## config.mk

```make
export PLATFORM = sky130hd
export DESIGN_NAME = pes_graycode
export DESIGN_NICKNAME = d
export VERILOG_FILES = /design/src/rtl/pes_graycode.sv
export SDC_FILE = /design/constraint.sdc
export NUM_CORES = 1
export LEC_CHECK = 0
export CELL_PAD_IN_SITES_DETAIL_PLACEMENT = 1
export CELL_PAD_IN_SITES_GLOBAL_PLACEMENT = 1
export CORE_ASPECT_RATIO = 0.7
export CORE_MARGIN = 10
export CORE_UTILIZATION = 40
export DETAILED_ROUTE_END_ITERATION = 8
export PLACE_DENSITY_LB_ADDON = 0.1
export SETUP_SLACK_MARGIN = 0.02
export SYNTH_ARGS = -nofsm -noshare
export SYNTH_HDL_FRONTEND = slang
export SYNTH_SLANG_ARGS = --single-unit
```

## constraint.sdc

```tcl
create_clock -name clk -period 3.9 [get_ports clk]
set_clock_uncertainty 0.2 [all_clocks]
set_input_delay 0.39 -clock clk [delete_from_list [all_inputs] [get_ports clk]]
set_output_delay 0.39 -clock clk [all_outputs]
set_load 0.01 [all_outputs]
```

## src/rtl/pes_graycode.sv

```systemverilog
// pes_graycode: free-running Gray-code counter with count enable.
//
// A binary count of enabled clock edges is kept internally. The Gray form of
// the next count is computed alongside it and captured in its own register on
// the same edge, so gray_count is always the Gray form of bin. Only one output
// bit changes per enabled edge, including the wrap from all-ones back to zero.
//
// Parameters:
//   WIDTH       counter width in bits (>= 2)
// Ports:
//   clk         rising-edge clock
//   reset       asynchronous, active-high; clears the count and the output
//   enable      count enable, sampled on rising clk
//   gray_count  registered Gray-code count
module pes_graycode #(
  parameter int unsigned WIDTH = 8
) (
  input  logic             clk,
  input  logic             reset,
  input  logic             enable,
  output logic [WIDTH-1:0] gray_count
);

  logic [WIDTH-1:0] bin_q, bin_d;
  logic [WIDTH-1:0] gray_q, gray_d;

  // The output register is loaded from the Gray form of the *next* binary
  // value, so bin and gray_count change on the same edge with no lag.
  always_comb begin
    bin_d  = bin_q;
    gray_d = gray_q;
    if (enable) begin
      bin_d  = bin_q + WIDTH'(1);
      gray_d = bin_d ^ (bin_d >> 1);
    end
  end

  always_ff @(posedge clk or posedge reset) begin
    if (reset) begin
      bin_q  <= '0;
      gray_q <= '0;
    end else begin
      bin_q  <= bin_d;
      gray_q <= gray_d;
    end
  end

  // Output comes straight from a flop: no combinational path from inputs.
  assign gray_count = gray_q;

endmodule

```

==> results.py <==
metrics = {
    "drt": {
        "vias": 540,
        "wl_met3_um": 118,
        "drt_wl_total_um": 1570,
        "via_per_inst": 5.24,
        "wl_per_cell_um": 15.3,
        "routed.top_layer": "met4",
        "drtAntennaViolNets": 0,
        "drtIter0Drc": 12,
        "wl_met2_um": 680,
        "met1_length_um": 768,
        "drc": 0,
        "dr.pass1.iters": 4,
    },
    "sta": {
        "fmax_ghz": 0.489,
        "setup_viol": 0,
        "fin_setup_tns_ps": 0,
        "finalCriticalPeriod_ps": 2040,
        "hold_violations": 0,
        "rsz0062_at_grt": "no",
        "period_share_pct": 52.4,
        "worstMarginPinSlew_ps": 623,
        "drv_slew": 0,
        "relSlewSlack_pct": 58.4,
    },
    "finish": {
        "multi_input_area_um2": 363,
        "drive_gt1_share_pct": 11.1,
        "fillerInstances": 206,
        "design_area_um2": 896,
        "area_delta_synth_final_pct": 15.5,
        "regArea_um2": 375,
        "diodes": 0,
        "nets": 86,
    },
    "worst_hold_path": {
        "hold_class": "primary input to asynchronous set/reset pin",
    },
    "clocking": {
        "cts_tree": "yes",
        "cts_resized": 0,
        "htreeDepth": 1,
        "hold_buffers": 0,
        "clockBufferDepth": 2,
        "clk_pin_slew_ps": 80,
        "cts_sinks": 15,
        "post_cts_buffers": 0,
        "clock-root-buffer": "clkbuf_4",
        "numCtsBuffers": 3,
        "clk_latency_ps": 280,
    },
    "yosys": {
        "synthSimpleGateAreaFrac_pct": 13.9,
        "synth_fa_ha_area_share_pct": 1.61,
        "synth_area_leaders": "dfrtp_1 (48%), xnor2_1 (9.0%), xor2_1 (6.8%)",
        "ys_seq_elements": 15,
        "async_flop_share_pct": 100,
        "synth_compound_gate_area_share_pct": 11.1,
        "synth_top_area_share_pct": 48.4,
        "syn_nets": 76,
        "synth_top_family_by_area": "XOR/XNOR gates",
        "synth_mux_area_share_pct": 4.35,
        "synth_edf_count": 0,
        "synth_xor_area_share_pct": 15.8,
        "yosysMostFrequentCell": "dfrtp_1",
        "yosysUniqueCellTypes": 23,
        "ys_warn_count": 0,
        "synthTopCellsByCount": "dfrtp_1 (15), nor2_1 (8), xnor2_1 (8)",
        "synthCells": 72,
        "avgSynthCellArea_um2": 10.8,
        "synth_area_um2": 776,
        "yosys.area.top_type": "dfrtp_1",
        "ys_seq_area_share_pct": 48.4,
        "ys.flop_type": "dfrtp_1",
    },
    "die": {
        "start_util_pct": 41.8,
        "coreArea_mm2": 0.00185,
        "die_y_um": 56.8,
        "die_area_mm2": 0.00413,
        "pin_count": 11,
        "rows": 13,
        "dieWidth_um": 72.6,
    },
    "setup_path": {
        "crit_start": "bin_q[0]",
        "crit_end": "gray_count[5]",
        "path_max_fanout": 5,
        "cp-start-kind": "flip-flop",
        "r2r_end": "gray_count[5]",
        "setup.worst_path.end_class": "flip-flop",
        "r2r_cells": 5,
        "crit_cells": 5,
        "crit_required_ps": 3910,
        "cp_slowest_cell": "dfrtp_1",
        "crit_buf_inv": 0,
        "crit_type": "flip-flop to flip-flop",
        "crit_family": "simple AND/OR/NAND/NOR gates",
        "crit_chain": "ha_1 > nand3_2 > or3_4 > a211o_1 > a31oi_1",
        "arrival_ps": 2050,
        "cpPeakStageDelay_ps": 470,
        "r2r_start": "bin_q[0]",
        "rrSetupSlack_ps": 1860,
    },
    "grt": {
        "grt_overflow": 0,
        "gr-usage-all-layers_pct": 8.33,
        "grt_pass1_wl_um": 2770,
        "grt_pass1_vias": 570,
        "grt_max_degree": 18,
        "antenna_found_initial": 0,
    },
    "placement": {
        "place.gp.congestion": 0.735,
        "io_buffers": 10,
        "postPlaceCellArea_um2": 870,
        "dp_hpwl_um": 1200,
    },
    "flow_run": {
        "cap_violations": 0,
    },
    "pwr": {
        "leakage_uw": 0.000361,
        "p_per_area_mw_per_mm2": 848,
        "vdd_drop_max_mv": 0.492,
    },
    "outcome": {
        "status": "finished clean",
    },
}
[per-stage QoR]
step	setup slack [ps]	std cells	power, uW	util [%]	hold WS [ps]
2_1_floorplan	2040	72	569	-	91.5
3_3_place_gp	1680	99	666	46.9	293
3_5_place_dp	1660	99	681	46.9	306
4_1_cts	1860	103	775	48.3	270
5_1_grt	1740	103	830	48.3	305
6_report	1860	103	760	48.3	268
[worst register-to-register path, stage by stage, from the launching register on]
cell and delay, ps:
dfrtp_1 470, ha_1 290, nand3_2 130, or3_4 410, a211o_1 310, a31oi_1 160
[final cells by class]
| cell class | count | area share [%] |
|---|---|---|
| clock buffer | 4 | 2.93 |
| inverter | 1 | 0.419 |
| multi-input combinational | 51 | 40.5 |
| sequential | 15 | 41.9 |
| tap | 22 | 3.07 |
| timing repair buffer | 10 | 11.2 |
[report_power, final]
part | total [uW] | leakage, uW | internal (uW) | switching (uW)
registers | 306 | 0.000181 | 226 | 79.3
clock network | 86.7 | 0.0000150 | 39.7 | 46.9
logic | 367 | 0.000164 | 204 | 163
total | 760 | 0.000361 | 470 | 289
[per-layer routing]
| layer | track usage (%) | vias to the layer above |
|---|---|---|
| met5 | 0 | - |
| met4 | 1.62 | 0 |
| met3 | 4.91 | 2 |
| met2 | 12.5 | 11 |
| met1 | 10.0 | 257 |
| li1 | - | 270 |
[registers in the layout (all words and copies together) (netlist names)]
register	count
bin_q	8
gray_count	7
[cell usage in the layout (no fill, tap or decap), types with 2 or more instances in the layout]
master and n:
nor3_1 2, o211ai_1 2, clkbuf_4 3, nand3_2 2, dfrtp_1 15, o21ai_0 2, a211o_1 2, a21oi_1 2
a31oi_1 3, nor2_1 8, xnor2_1 8, nand4_1 3, xor2_1 6, clkdlybuf4s50_1 10, mux2_2 3, nand2_1 3
o21a_1 2
[logic make-up (layout without fill, tap and decap cells)]
family,after synthesis,count (layout)
AND/OR/NAND/NOR,20,20
multiplexers,3,3
buffers and inverters,6,15
AO/OA/AOI/OAI,13,13
XOR/XNOR,14,14
adder cells (fa/ha/maj),1,1
flip-flops,15,15
[how the worst min path moves through the flow]
stage | cells after the start | startpoint | to
2_1_floorplan | 1 | reset | bin_q[0]
6_report | 2 | reset | gray_count[0]
3_5_place_dp | 1 | bin_q[6] | bin_q[6]
3_3_place_gp | 1 | gray_count[1] | gray_count[1]
4_1_cts | 2 | reset | gray_count[0]
5_1_grt | 2 | reset | gray_count[4]
No activity file was read; power rests on OpenSTA's default activity.
==> RTL change 1 (config.mk and constraints unchanged) <==
Put one more register stage on the output `gray_count`, without a reset. The value now appears one clock later. Comments in the files are not updated.
--- a/src/rtl/pes_graycode.sv
+++ b/src/rtl/pes_graycode.sv
@@ -47,5 +47,7 @@
 
   // Output comes straight from a flop: no combinational path from inputs.
-  assign gray_count = gray_q;
+  always_ff @(posedge clk) begin
+    gray_count <= gray_q;
+  end
 
 endmodule
Check against the original RTL: not equivalent (Yosys sat finds a counterexample within 4 cycles, from zero or initial values and one cycle with reset high).
==> RTL change 1 against the unedited design <==
  * Worst setup slack got worse by 110 ps
  * Clock power grew 25%
  * Sequential cell count grew 8
  * Area after synthesis increased by 25%
  * Total power up 23%
  * Sequential share of layout area rose by 6.5 points
  * Maximum frequency is 4.9% lower
  * Sequential power rose by 41%
  * Routed wire length rose by 5.8%
  * Global-route usage is 0.86 points lower
  * Final area rose by 23%
  * Critical endpoint is now gray_q[4]
==> RTL change 1: results (changes against the unedited design) <==
Layout
  – Fraction of area in multi-input gates: 0.361 (-0.0442)
  – Clock tree cell share of total cell area: 0.0249 (-0.00444)
  – Sequential cell area share: 0.484 (+0.0652)
  – Non-clk buf share: 0.0905 (-0.0212)
  – Fin nets: 95 (+10%)
  – Layout cells sized above 1: 0.122 (+0.0111)
  – Area delta synth->final: 14.2%
  – Fillers: 252 (+22%)
  – Comb_multi_in: 52 (+2.0%)

Worst setup path
  – Data arrival time of the critical path: 2150 ps (+100 ps)
  – FF-to-FF setup slack: 1750 ps (-110 ps)
  – R2r endpoint: gray_q[4]
  – Family with the most delay on the worst path: XOR/XNOR gates

GRT
  – Met2 Resource Use GR: 0.104 (-0.0207)
  – Pin count of the biggest net entering global routing: 17 (-1)
  – Met1 Track Usage GR: 0.0987 (-0.00155)
  – GR Layer Usage met3: 0.0378 (-0.0113)

Synthesis
  – Flops & latches, synth: 23 (+8)
  – Sequential area share after synthesis: 0.553 (+0.0691)
  – Dominant cells by area after synthesis: dfrtp_1 (39%), dfxtp_1 (17%), xnor2_1 (7.2%)
  – Mapped Nets: 84 (+11%)
  – Synth unique cells: 25 (+8.7%)
  – FFs w/ async S/R, synth: 0.652 (-0.348)

Clocking
  – Clock insertion delay at the later pin of the skew report: 310 ps (+30 ps)
  – Worst-path clk slew: 130 ps (+50 ps)

Power
  – Peak supply drop: 0.000329 V (-33%)
  – Leak: 0.452 nW (+25%)

Min path
  – Worst Hold Class: flop to flop

Placed design
  – Post-DP HPWL: 1260 um (+4.7%)
  – Placer Congestion: 0.747 (+1.7%)

Status
  – Status: finished clean

Routing
  – Detailed Route Iter0 Violations: 47 (+35)
  – WL final: 1670 um (+5.8%)
  – Drt pass-1 iters: 2 (-2)
==> RTL change 1: worst max-delay path by stage <==
stage | slack, ps | cells after the start | endpoint
4_1_cts | 1730 | 5 | gray_q[4]
3_5_place_dp | 1680 | 4 | bin_q[5]
6_report | 1750 | 5 | gray_q[4]
2_1_floorplan | 1930 | 5 | gray_q[4]
5_1_grt | 1650 | 5 | gray_q[4]
3_3_place_gp | 1750 | 4 | bin_q[5]
==> RTL change 1: report_power, final <==
part | total [mW] | internal (mW) | switching, mW | leakage, nW
combinational | 0.396 | 0.235 | 0.161 | 0.185
clock | 0.108 | 0.0383 | 0.0700 | 0.0177
sequential | 0.431 | 0.341 | 0.0899 | 0.249
total | 0.935 | 0.614 | 0.321 | 0.452
==> RTL change 1: stage by stage <==
step	util	setup WS [ps]	hold slack (ps)	instances	cell area [um^2]
after floorplan	-	1930	91.5	80	968
after global placement	0.485	1750	153	118	1080
after detailed placement	0.485	1680	160	118	1080
after CTS	0.497	1730	182	122	1110
after global routing	0.497	1650	205	122	1110
final	0.497	1750	177	122	1110
==> RTL change 1: metal layers <==
layer / vias up / share of wire
li1: 297 / -
met5: - / 0
met3: 2 / 0.067
met4: 0 / 0.0024
met2: 13 / 0.38
met1: 300 / 0.55
==> RTL change 1: cells by family after synthesis <==
family / count (synthesis) / synth area share
AO/OA/AOI/OAI: 12 / 0.0827
XOR/XNOR: 15 / 0.150
adder cells (fa/ha/maj): 1 / 0.0129
buffers and inverters: 5 / 0.0349
flip-flops: 23 / 0.553
multiplexers: 4 / 0.0504
AND/OR/NAND/NOR: 20 / 0.116
==> RTL change 1: worst reg2reg max path, cell delays in order, from the launching register on <==
cell and delay [ps]:
dfrtp_1 470, ha_1 310, nand3_4 120, xor2_1 300, xnor3_1 380, mux2_4 260
==> RTL change 2 (same settings) <==
Made on the original files. Set the parameter `WIDTH` to 12 (it was 8).
--- a/src/rtl/pes_graycode.sv
+++ b/src/rtl/pes_graycode.sv
@@ -14,5 +14,5 @@
 //   gray_count  registered Gray-code count
 module pes_graycode #(
-  parameter int unsigned WIDTH = 8
+  parameter int unsigned WIDTH = 12
 ) (
   input  logic             clk,
Interface: changed (resized gray_count); port bits go from 11 to 15. The function was not compared with the original's and may differ.
==> RTL change 2 against the unedited design <==
  * Routed wire length rose by 110%
  * Synthesized cell count rose by 99%
  * Total power rose by 38%
  * Worst setup slack got worse by 340 ps
  * Non-clock buffer count rose by 5
  * Sequential cell count rose by 8
  * First-iteration DRC count rose to 6.8 times the old value
  * Area after synthesis rose by 83%
  * Final area rose by 77%
  * Largest power group unchanged
  * Highest routed layer unchanged
==> RTL change 2: results (changes against the unedited design) <==
GRT
  – Tot GR Track Use: 0.112 (+0.0289)
  – Pin count of the biggest net entering global routing: 24 (+6)
  – Global-route wire length before repair: 6000 um (+120%)

Layout
  – Comb_multi_in: 102 (+100%)
  – Layout cells sized above 1: 0.0805 (-0.0306)
  – Fillers: 419 (+100%)
  – Area of the multi-input gates: 736 um^2 (+100%)
  – Area delta synth->final: 11.6%
  – Reg area: 576 um^2 (+53%)
  – Fin nets: 154 (+79%)

Placed design
  – Dpl cells: 195 (+97%)
  – Worst slack at placement: 1520 ps (-140 ps)
  – Post-DP HPWL: 2530 um (+110%)
  – IO buf count: 14 (+4)
  – Placer Congestion: 0.864 (+18%)

Synthesis
  – Mean Syn Cell Area: 9.93 um^2 (-7.8%)
  – Synth unique cells: 41 (+78%)
  – Flops & latches, synth: 23 (+8)
  – Synth Area in Adders: 0.00881 (-0.00732)
  – XOR/XNOR share of the synthesized area: 0.167 (+0.00934)
  – Dominant cells by area after synthesis: dfrtp_1 (41%), xnor2_1 (10%), buf_4 (4.2%)
  – Sequential area share after synthesis: 0.405 (-0.0786)
  – Synth Area in Compound Gates: 0.112 (+0.000604)

Worst setup path
  – CP Capture Point: gray_count[9]
  – Data arrival time of the critical path: 2330 ps (+280 ps)
  – Crit Path Max Fanout: 13 (+8)
  – Max incr delay on CP: 600 ps (+130 ps)

Clocking
  – Clock root buffer: clkbuf_8

STA
  – Worst rel slew slack: 0.398 (-0.185)

Power
  – Cell internal pwr: 0.639 mW (+36%)
  – Design Power: 1.05 mW (+38%)
  – Leak: 0.622 nW (+73%)

Min path
  – Worst Hold Class: flop to flop

Routing
  – Via/cell ratio: 5.23 (-0.22%)
  – Avg WL per Cell: 16.9 um (+10%)

Status
  – Status: finished clean

Die
  – Core area: 3470 um^2 (+87%)
[RTL change 2: cell types whose count changed after synthesis, moves of 3 or more]
cell     delta
a21oi_1     +4
buf_2       +3
buf_4       +6
dfrtp_1     +8
inv_1       +3
nand2_1    +11
nand3_1    +10
xnor2_1     +9
[RTL change 2: metal layers]
| metal | track usage | share of wire |
|---|---|---|
| met1 | 0.154 | 0.52 |
| met2 | 0.163 | 0.42 |
| met3 | 0.0395 | 0.049 |
| met4 | 0.0277 | 0.015 |
| met5 | 0 | 0 |
[RTL change 2: kinds of logic (layout without fill, tap and decap cells)]
kind of cell,count (synthesis),after routing
xor gates and xnor gates,24,24
buffers and inverters,18,24
muxes,7,7
AOI/OAI and AO/OA,23,23
DFF,23,23
adders and majority gates,1,1
and+or+nand+nor,47,47
[RTL change 2: worst max-delay path: cells and delay by family (launching register included)]
family	cells	cell delay, ps
adders and majority gates	1	440
AOI/OAI and AO/OA	4	1030
DFF	1	600
